`src/rtl/rxd_barker_sync_if.sv`:
```
// Chip-in / symbol-out bundle of the Barker-13 despreader.
// master: the chip source + bit sink side; slave: the despreader itself.
// Carries no clock; clk_sig and rst_n stay plain ports on the block.
interface rxd_barker_sync_if;
  logic       chip_en;     // chip strobe, one cycle per chip
  logic       rxd_chip;    // hard-decision chip, valid with chip_en
  logic       data_bit;    // despread bit, valid with data_valid
  logic       data_valid;  // one-cycle pulse per decided symbol
  logic       lock;        // high while symbol timing is held
  logic       miss;        // decided symbol was below threshold
  logic [4:0] corr_out;    // signed correlation of the decided symbol

  modport master (
    output chip_en,
    output rxd_chip,
    input  data_bit,
    input  data_valid,
    input  lock,
    input  miss,
    input  corr_out
  );

  modport slave (
    input  chip_en,
    input  rxd_chip,
    output data_bit,
    output data_valid,
    output lock,
    output miss,
    output corr_out
  );
endinterface

```
`src/rtl/rxd_barker_sync.sv`:
```
// Barker-13 sliding correlator; acquires symbol timing on a peak, then emits one bit per 13 chips.
// Latency: data_valid two clk_sig cycles after the strobe of the chip that completes a symbol.
// Backpressure: none; every chip_en is consumed, outputs are unacknowledged pulses.
module rxd_barker_sync #(
  parameter int unsigned THRESH   = 11,  // minimum |corr| for a valid peak
  parameter int unsigned MISS_MAX = 3    // consecutive weak symbols that drop lock
) (
  input  logic             clk_sig,
  input  logic             rst_n,
  rxd_barker_sync_if.slave bus
);

  // Oldest chip sits in bit 12 and lines up with the first transmitted chip.
  localparam logic [12:0] PATTERN    = 13'b1111100110101;
  localparam logic [4:0]  THRESH_W   = 5'(THRESH);
  localparam logic [3:0]  MISS_MAX_W = 4'(MISS_MAX);
  localparam logic [3:0]  LAST_CHIP  = 4'd12;

  typedef enum logic {
    SEARCH = 1'b0,
    LOCK   = 1'b1
  } state_e;

  // Chip history and evaluation strobe
  logic [12:0] sr_q;
  logic [12:0] sr_d;
  logic        eval_q;

  // Timing state
  state_e      state_q;
  logic [3:0]  chip_cnt_q;
  logic [3:0]  miss_cnt_q;
  logic [3:0]  miss_cnt_d;

  // Registered outputs
  logic        data_bit_q;
  logic        data_valid_q;
  logic        lock_q;
  logic        miss_q;
  logic [4:0]  corr_q;

  // Correlator results for the current window
  logic [12:0] diff;
  logic [3:0]  mism;
  logic [4:0]  corr;
  logic [4:0]  corr_abs;
  logic        peak;
  logic        sym_bit;

  assign sr_d = {sr_q[11:0], bus.rxd_chip};

  // Shift a chip in on each strobe; eval_q marks the cycle the new window is visible.
  always_ff @(posedge clk_sig or negedge rst_n) begin
    if (!rst_n) begin
      sr_q   <= '0;
      eval_q <= 1'b0;
    end else begin
      eval_q <= bus.chip_en;
      if (bus.chip_en) begin
        sr_q <= sr_d;
      end
    end
  end

  // Correlation = agreements - disagreements = 13 - 2*mismatches; odd, never zero.
  always_comb begin
    diff = sr_q ^ PATTERN;
    mism = '0;
    for (int i = 0; i < 13; i++) begin
      mism = mism + {3'b000, diff[i]};
    end
    // Modulo-32 subtraction yields the two's-complement value directly.
    corr     = 5'd13 - {mism, 1'b0};
    corr_abs = corr[4] ? (~corr + 5'd1) : corr;
    peak     = (corr_abs >= THRESH_W);
    // corr is never zero, so the sign bit alone decides the data bit.
    sym_bit  = ~corr[4];
  end

  assign miss_cnt_d = miss_cnt_q + 4'd1;

  // Search/lock sequencing with registered outputs; only acts on the eval strobe.
  always_ff @(posedge clk_sig or negedge rst_n) begin
    if (!rst_n) begin
      state_q      <= SEARCH;
      chip_cnt_q   <= '0;
      miss_cnt_q   <= '0;
      data_bit_q   <= 1'b0;
      data_valid_q <= 1'b0;
      lock_q       <= 1'b0;
      miss_q       <= 1'b0;
      corr_q       <= '0;
    end else begin
      data_valid_q <= 1'b0;
      if (eval_q) begin
        case (state_q)
          SEARCH: begin
            // Any window may start a symbol while searching.
            if (peak) begin
              data_valid_q <= 1'b1;
              data_bit_q   <= sym_bit;
              miss_q       <= 1'b0;
              corr_q       <= corr;
              lock_q       <= 1'b1;
              chip_cnt_q   <= '0;
              miss_cnt_q   <= '0;
              state_q      <= LOCK;
            end
          end
          LOCK: begin
            if (chip_cnt_q != LAST_CHIP) begin
              // Mid-symbol windows are ignored; timing is not re-trained while locked.
              chip_cnt_q <= chip_cnt_q + 4'd1;
            end else begin
              chip_cnt_q <= '0;
              if (peak) begin
                data_valid_q <= 1'b1;
                data_bit_q   <= sym_bit;
                miss_q       <= 1'b0;
                corr_q       <= corr;
                miss_cnt_q   <= '0;
              end else if (miss_cnt_d < MISS_MAX_W) begin
                // Weak symbol: still decided by sign, but flagged.
                data_valid_q <= 1'b1;
                data_bit_q   <= sym_bit;
                miss_q       <= 1'b1;
                corr_q       <= corr;
                miss_cnt_q   <= miss_cnt_d;
              end else begin
                // Too many weak symbols in a row: timing is presumed lost.
                lock_q     <= 1'b0;
                miss_cnt_q <= '0;
                state_q    <= SEARCH;
              end
            end
          end
          default: begin
            state_q <= SEARCH;
          end
        endcase
      end
    end
  end

  assign bus.data_bit   = data_bit_q;
  assign bus.data_valid = data_valid_q;
  assign bus.lock       = lock_q;
  assign bus.miss       = miss_q;
  assign bus.corr_out   = corr_q;

endmodule
```
`src/flat_wrapper.sv`:
```
// flat-port wrapper written by rule: the top's interface ports become plain ports
module rxd_barker_sync_flat 
#(
  parameter int unsigned THRESH   = 11,                                    
  parameter int unsigned MISS_MAX = 3                                              
)
  (clk_sig, rst_n, bus_chip_en, bus_rxd_chip, bus_data_bit, bus_data_valid, bus_lock, bus_miss, bus_corr_out);
  rxd_barker_sync_if bus_i ();
  input  logic clk_sig;
  input  logic rst_n;
  input wire logic [$bits(bus_i.chip_en)-1:0] bus_chip_en;
  input wire logic [$bits(bus_i.rxd_chip)-1:0] bus_rxd_chip;
  output wire logic [$bits(bus_i.data_bit)-1:0] bus_data_bit;
  output wire logic [$bits(bus_i.data_valid)-1:0] bus_data_valid;
  output wire logic [$bits(bus_i.lock)-1:0] bus_lock;
  output wire logic [$bits(bus_i.miss)-1:0] bus_miss;
  output wire logic [$bits(bus_i.corr_out)-1:0] bus_corr_out;
  assign bus_i.chip_en = bus_chip_en;
  assign bus_i.rxd_chip = bus_rxd_chip;
  assign bus_data_bit = bus_i.data_bit;
  assign bus_data_valid = bus_i.data_valid;
  assign bus_lock = bus_i.lock;
  assign bus_miss = bus_i.miss;
  assign bus_corr_out = bus_i.corr_out;
  rxd_barker_sync #(.THRESH(THRESH), .MISS_MAX(MISS_MAX)) u_core (.clk_sig(clk_sig), .rst_n(rst_n), .bus(bus_i));
endmodule
```
`config.mk`:
```
export PLATFORM = sky130hd
export DESIGN_NAME = rxd_barker_sync_flat
export DESIGN_NICKNAME = d
export VERILOG_FILES = /design/src/rtl/rxd_barker_sync_if.sv /design/src/rtl/rxd_barker_sync.sv /design/src/flat_wrapper.sv
export SDC_FILE = /design/constraint.sdc
export NUM_CORES = 1
export LEC_CHECK = 0
export CORE_MARGIN = 3
export CORE_UTILIZATION = 55
export DETAILED_ROUTE_END_ITERATION = 7
export PLACE_DENSITY_LB_ADDON = 0.12
export SKIP_CTS_REPAIR_TIMING = 1
export SLEW_MARGIN = 30
export SYNTH_ARGS = -nofsm -noshare
export SYNTH_HDL_FRONTEND = slang
export SYNTH_SLANG_ARGS = --single-unit
```
`constraint.sdc`:
```
create_clock -name clk_sig -period 6.2 [get_ports clk_sig]
set_input_delay 1.55 -clock clk_sig [delete_from_list [all_inputs] [get_ports clk_sig]]
set_output_delay 1.55 -clock clk_sig [all_outputs]
set_load 0.02 [all_outputs]
```
* Yosys cells after proc, flatten, opt, wreduce, memory -nomap -nowiden
Index checks and enable logic that the tools add are counted.
** Word-level totals
- Logic and storage cells :: 78
- Input port bits :: 4
- Bits in registers :: 32
- Output and inout port bits :: 9
** Cells by class
- Reductions and logical operators :: 4
- Equal/unequal tests :: 6
- Bitwise gates (word level) :: 4
- Magnitude comparators :: 2
- Add/sub/neg operators :: 16
- Multiplexer cells :: 36
** Operators by type and width (number)
- $add 4x1->4 :: 11
- $mux 5 :: 5
- $mux 4 :: 5
- $mux 1 :: 18
- $pmux 4 s2 :: 2
- $pmux 1 s2 :: 5
- $pmux 5 s2 :: 1
- $not 9->9 :: 1
- $add 4x1->4 const B :: 2
- $ne 2x2->1 const B :: 3
- $add 5x1->5 const B :: 1
- $ge 5x4->1 const B :: 1
- $not 5->5 :: 1
- $reduce_and 5->1 :: 1
- $sub 4x5->5 const A :: 1
- $lt 4x2->1 const B :: 1
- $ne 4x4->1 const B :: 1
- $reduce_and 4->1 :: 1
- $ne 3x3->1 const B :: 1
- $reduce_and 3->1 :: 1
- $add 1x1->2 :: 1
- $ne 2x1->1 const B :: 1
- $not 1->1 :: 2
- $reduce_and 2->1 :: 1

* Depth between registers and ports, before layout
- Word-level depth :: 22
- Depth in mapped cells :: 15
- Depth with buffers taken out :: 15

* Least setup slack after synthesis
OpenSTA, ideal clock, no wires.
- Kind :: register to register
- Start :: register u_core.sr_q[1]
- End :: register u_core.corr_q[1], in the netlist u_core.bus.corr_out[1]
- Period minus slack after synthesis :: 5.024 ns
- Library setup time :: 0.125 ns
- Stages on the path, launching flop included :: 14
- Data required time :: 6.075 ns
- Arrival time :: 4.899 ns
- Setup slack :: 1.176 ns
- Path buffers :: 0
- Path through :: dfrtp_1 -> ha_1 -> fa_1 -> fa_1 -> fa_1 -> fa_1 -> ha_1 -> fa_1 -> xnor2_2 -> o32a_1 -> a22oi_4 -> mux2i_4 -> o21ai_4 -> mux2_4
** Between the ends
- Cells in the longest elaborated chain, start to end :: 20
- Elaborated cells on any way between the ends :: 25
- Those cells by class :: add/sub: 14; order compare: 1; eq/ne: 2; mux: 6; bitwise: 1; reduce/logical: 1
** Ends and longest elaborated chain
- start: declaration :: line rxd_barker_sync.sv:25 : logic [12:0] sr_q;
- start signal: assignment :: line rxd_barker_sync.sv:60 : sr_q <= sr_d;
- $add 1x1->2 * :: line rxd_barker_sync.sv:70 : mism = mism + {3'b000, diff[i]};
- $add 4x1->4 * (11 in series) :: line rxd_barker_sync.sv:70
- $sub 4x5->5 * :: line rxd_barker_sync.sv:73 : corr = 5'd13 - {mism, 1'b0};
- $not 5->5 :: line rxd_barker_sync.sv:74 : corr_abs = corr[4] ? (~corr + 5'd1) : corr;
- $add 5x1->5 :: line rxd_barker_sync.sv:74
- $mux 5 :: line rxd_barker_sync.sv:74
- $ge 5x4->1 :: line rxd_barker_sync.sv:75 : peak = (corr_abs >= THRESH_W);
- $mux 5 :: line rxd_barker_sync.sv:116 : if (peak) begin
- $mux 5 :: line rxd_barker_sync.sv:111 : if (chip_cnt_q != LAST_CHIP) begin
- $pmux 5 s2 :: line rxd_barker_sync.sv:96 : case (state_q)
- end signal: assignment :: line rxd_barker_sync.sv:103 : corr_q <= corr;
- end signal: assignment :: line rxd_barker_sync.sv:120 : corr_q <= corr;
- end signal: assignment :: line rxd_barker_sync.sv:127 : corr_q <= corr;
- end: declaration :: line rxd_barker_sync.sv:40 : logic [4:0] corr_q;
Mark *: on every way between the ends. The rest lies on a longest branch, timed or not. The select of a mux whose other input is x is not followed.
A chain may end at the register's enable or synchronous reset.

* Worst setup path after layout
- Start :: register u_core.sr_q[1]
- End :: register u_core.corr_q[2], in the netlist u_core.bus.corr_out[2]
Same word-level chain as after synthesis.

==> flow_summary.json <==
{
  "min-delay-start": "u_core.sr_q[11]",
  "outcome": "complete, no violations",
  "dr.pass1.iters": 4,
  "hold_depth": 2,
  "yosys.area.top_type_share_pct": 43.3,
  "crit_family": "adder cells",
  "crit_path_start_kind": "flip-flop",
  "clock-root-buffer": "clkbuf_4",
  "h_tree_depth": 2,
  "commonest_non_fill_non_tap_cell_in_the_layout": "dfrtp_1",
  "worstSetupStartpoint": "u_core.sr_q[1]",
  "worst_setup_hold_path_clk_slew_ns": 0.10,
  "synth_async_sr_flop_share_pct": 100,
  "tns_ns": 0,
  "worst_flop_to_flop_path_startpoint": "u_core.sr_q[1]",
  "wl_per_cell_um": 14.3,
  "detailed_place_hpwl_um": 2570,
  "critPathMaxStageDelay_ns": 0.57,
  "criticalPathCategory": "reg -> reg",
  "avg_synthesized_cell_area_um2": 10.6,
  "floorplan.io_pins": 13,
  "path_depth": 13,
  "rsz_0062_raised_after_global_routing": "no",
  "grt_usage_pct": 18.9,
  "cts-buffers-inserted": 5,
  "worst_ep_required_time_ns": 6.43,
  "period_share_pct": 85.3,
  "total_setup_violations_reported_at_the_end_of_the_flow": 0,
  "wire_length_of_the_first_global_routing_pass_um": 5890,
  "final_layout_size_suffix_gt1_share_pct": 9.95,
  "cp_num_buf_inv": 1,
  "initial_core_util_pct": 59.1,
  "grt_pass1_vias": 1283,
  "layout_stage_area_growth_over_the_synthesis_result_pct": 13.0,
  "post_synth_num_cell_types": 39,
  "crit_path_frequent_cell": "fa_1",
  "drc_errors": 0,
  "cts_tree": "yes",
  "n_fill_cell": 256,
  "hold_viol_final": 0,
  "cts_num_sinks": 32,
  "fp-row-count": 20,
  "cp_cell_sequence": "ha_1 > fa_1 > fa_1 > fa_1 > fa_1 > ha_1 > fa_1 > ha_1 > inv_1 > o21ai_0 > mux2i_4 > o21ai_4 > mux2_4",
  "fmax_mhz": 189,
  "routed-via-count": 1263,
  "final_cell_mix": "32 x dfrtp_1, 23 x inv_1, 17 x o21ai_0",
  "synthesis.instances": 175,
  "synth_ff_type": "dfrtp_1",
  "cap_violations": 0,
  "worst_slew_margin_rel_pct": 55.2,
  "hold_path.class": "reg -> reg",
  "cell_area_after_synthesis_um2": 1850,
  "finalWirelength_um": 3360,
  "place_congestion": 0.834,
  "minimum_clock_period_after_layout_ns": 5.29,
  "clk_path_buf_depth": 2,
  "path_depth_of_the_worst_reg2reg_path": 13,
  "die_span_y_um": 64.0,
  "synth.net_count": 198,
  "port_buffers": 12,
  "number_of_storage_elements_in_the_synthesis_netlist": 32,
  "post-synth-top-area-cell": "dfrtp_1",
  "critical_path.max_fanout": 9,
  "maxSlewViolCount": 0,
  "finalClockSkew_ns": 0.0119,
  "timing.critical_path.to_type": "flip-flop",
  "coreArea_um2": 3130,
  "synth_enable_flop_cells": 0,
  "yosys_warnings": 0,
  "die_area_um2": 4090,
  "grt_max_degree": 33,
  "tightest_slew_ns": 0.670,
  "antenna_found_initial": 0,
  "die-width_um": 64.0,
  "setup.reg_to_reg.worst_slack_ns": 0.91,
  "clk_latency_ns": 0.34,
  "vias_per_cell": 5.37,
  "diodes": 0,
  "grt.overflow.total": 0,
  "ys_seq_area_share_pct": 43.3,
  "arrival_ns": 5.52,
  "critPathSlowestCell": "fa_1",
  "yosys-top-cells-area": "dfrtp_1 43%, ha_1 8.1%, fa_1 7.6%",
  "antenna_violating_nets_post_route": 0,
  "num-nets-final": 213,
  "violation_count_after_the_first_detailed_route_iteration": 57
}
[worst register-to-register path, stage by stage (launching register included)]
cell and delay, ns:
dfrtp_1 0.41, ha_1 0.32, fa_1 0.49, fa_1 0.57, fa_1 0.45, fa_1 0.50, ha_1 0.25, fa_1 0.50
ha_1 0.30, inv_1 0.05, o21ai_0 0.52, mux2i_4 0.26, o21ai_4 0.25, mux2_4 0.32
[worst paths after layout]
path | to
setup / recovery | u_core.bus.corr_out[2]
hold / removal | u_core.sr_q[12]
setup reg to reg | u_core.bus.corr_out[2]
min in group asynchronous | u_core.miss_cnt_q[3]
hold reg to reg | u_core.sr_q[12]
max in group asynchronous | u_core.sr_q[3]
[area by class of cell]
class	instances	area, um^2	share of cell area, %
Inverter	23	86.3	4.13
Tap cell	44	55.1	2.63
Multi-Input combinational cell	115	943	45.1
Timing Repair Buffer	13	128	6.11
Clock inverter	2	35.0	1.68
Sequential cell	32	801	38.3
Clock buffer	6	41.3	1.98
[routing by layer]
layer	track usage [%]	vias to the layer above	share of wire [%]
met1	23.2	615	46
met3	5.80	7	3.1
met2	30.8	13	49
met4	7.82	0	1.7
met5	0	-	0
li1	-	628	-
[cell usage after synthesis (2+ instances only)]
master / number
dfrtp_1: 32
inv_1: 23
o21ai_0: 17
nand2_1: 16
ha_1: 12
a21oi_1: 8
fa_1: 7
a21o_1: 5
clkbuf_1: 5
mux2_2: 4
nand3_1: 4
nor3_1: 4
a22o_1: 3
and2_1: 3
nor2_1: 3
o21a_1: 3
a21boi_0: 2
mux2_4: 2
o32a_1: 2
[sequential cells by signal (all words and copies together) (netlist names)]
signal / count
u_core.sr_q: 13
u_core.bus.corr_out: 5
u_core.chip_cnt_q: 4
u_core.miss_cnt_q: 4
u_core.bus.data_bit: 1
u_core.bus.data_valid: 1
u_core.bus.lock: 1
u_core.bus.miss: 1
u_core.eval_q: 1
u_core.state_q: 1
[through the flow]
step | setup WS (ns) | hold slack, ns | cells | area, um^2 | util, %
after detailed placement | 0.939 | 0.470 | 227 | 2010 | 64.4
after CTS | 0.909 | 0.503 | 235 | 2090 | 66.8
after floorplan | 1.18 | 0.450 | 175 | 1850 | -
after global routing | 0.712 | 0.531 | 235 | 2090 | 66.8
after global placement | 1.05 | 0.457 | 227 | 2010 | 64.4
final | 0.909 | 0.493 | 235 | 2090 | 66.8
[cells by family (layout without fill, tap and decap cells)]
kind of cell               count (synthesis)  in the layout  share of synthesized area, %
xor gates and xnor gates                   3              3                          1.83
adders and majority gates                 19             19                          15.7
DFF                                       32             32                          43.3
muxes                                      8              8                          5.82
buffers and inverters                     28             44                          5.68
AOI/OAI and AO/OA                         49             49                          18.4
and+or+nand+nor                           36             36                          9.27
Power is left out: the tool's default activity adds up to more than one toggle a clock period on the data nets, which glitch-free logic cannot reach.
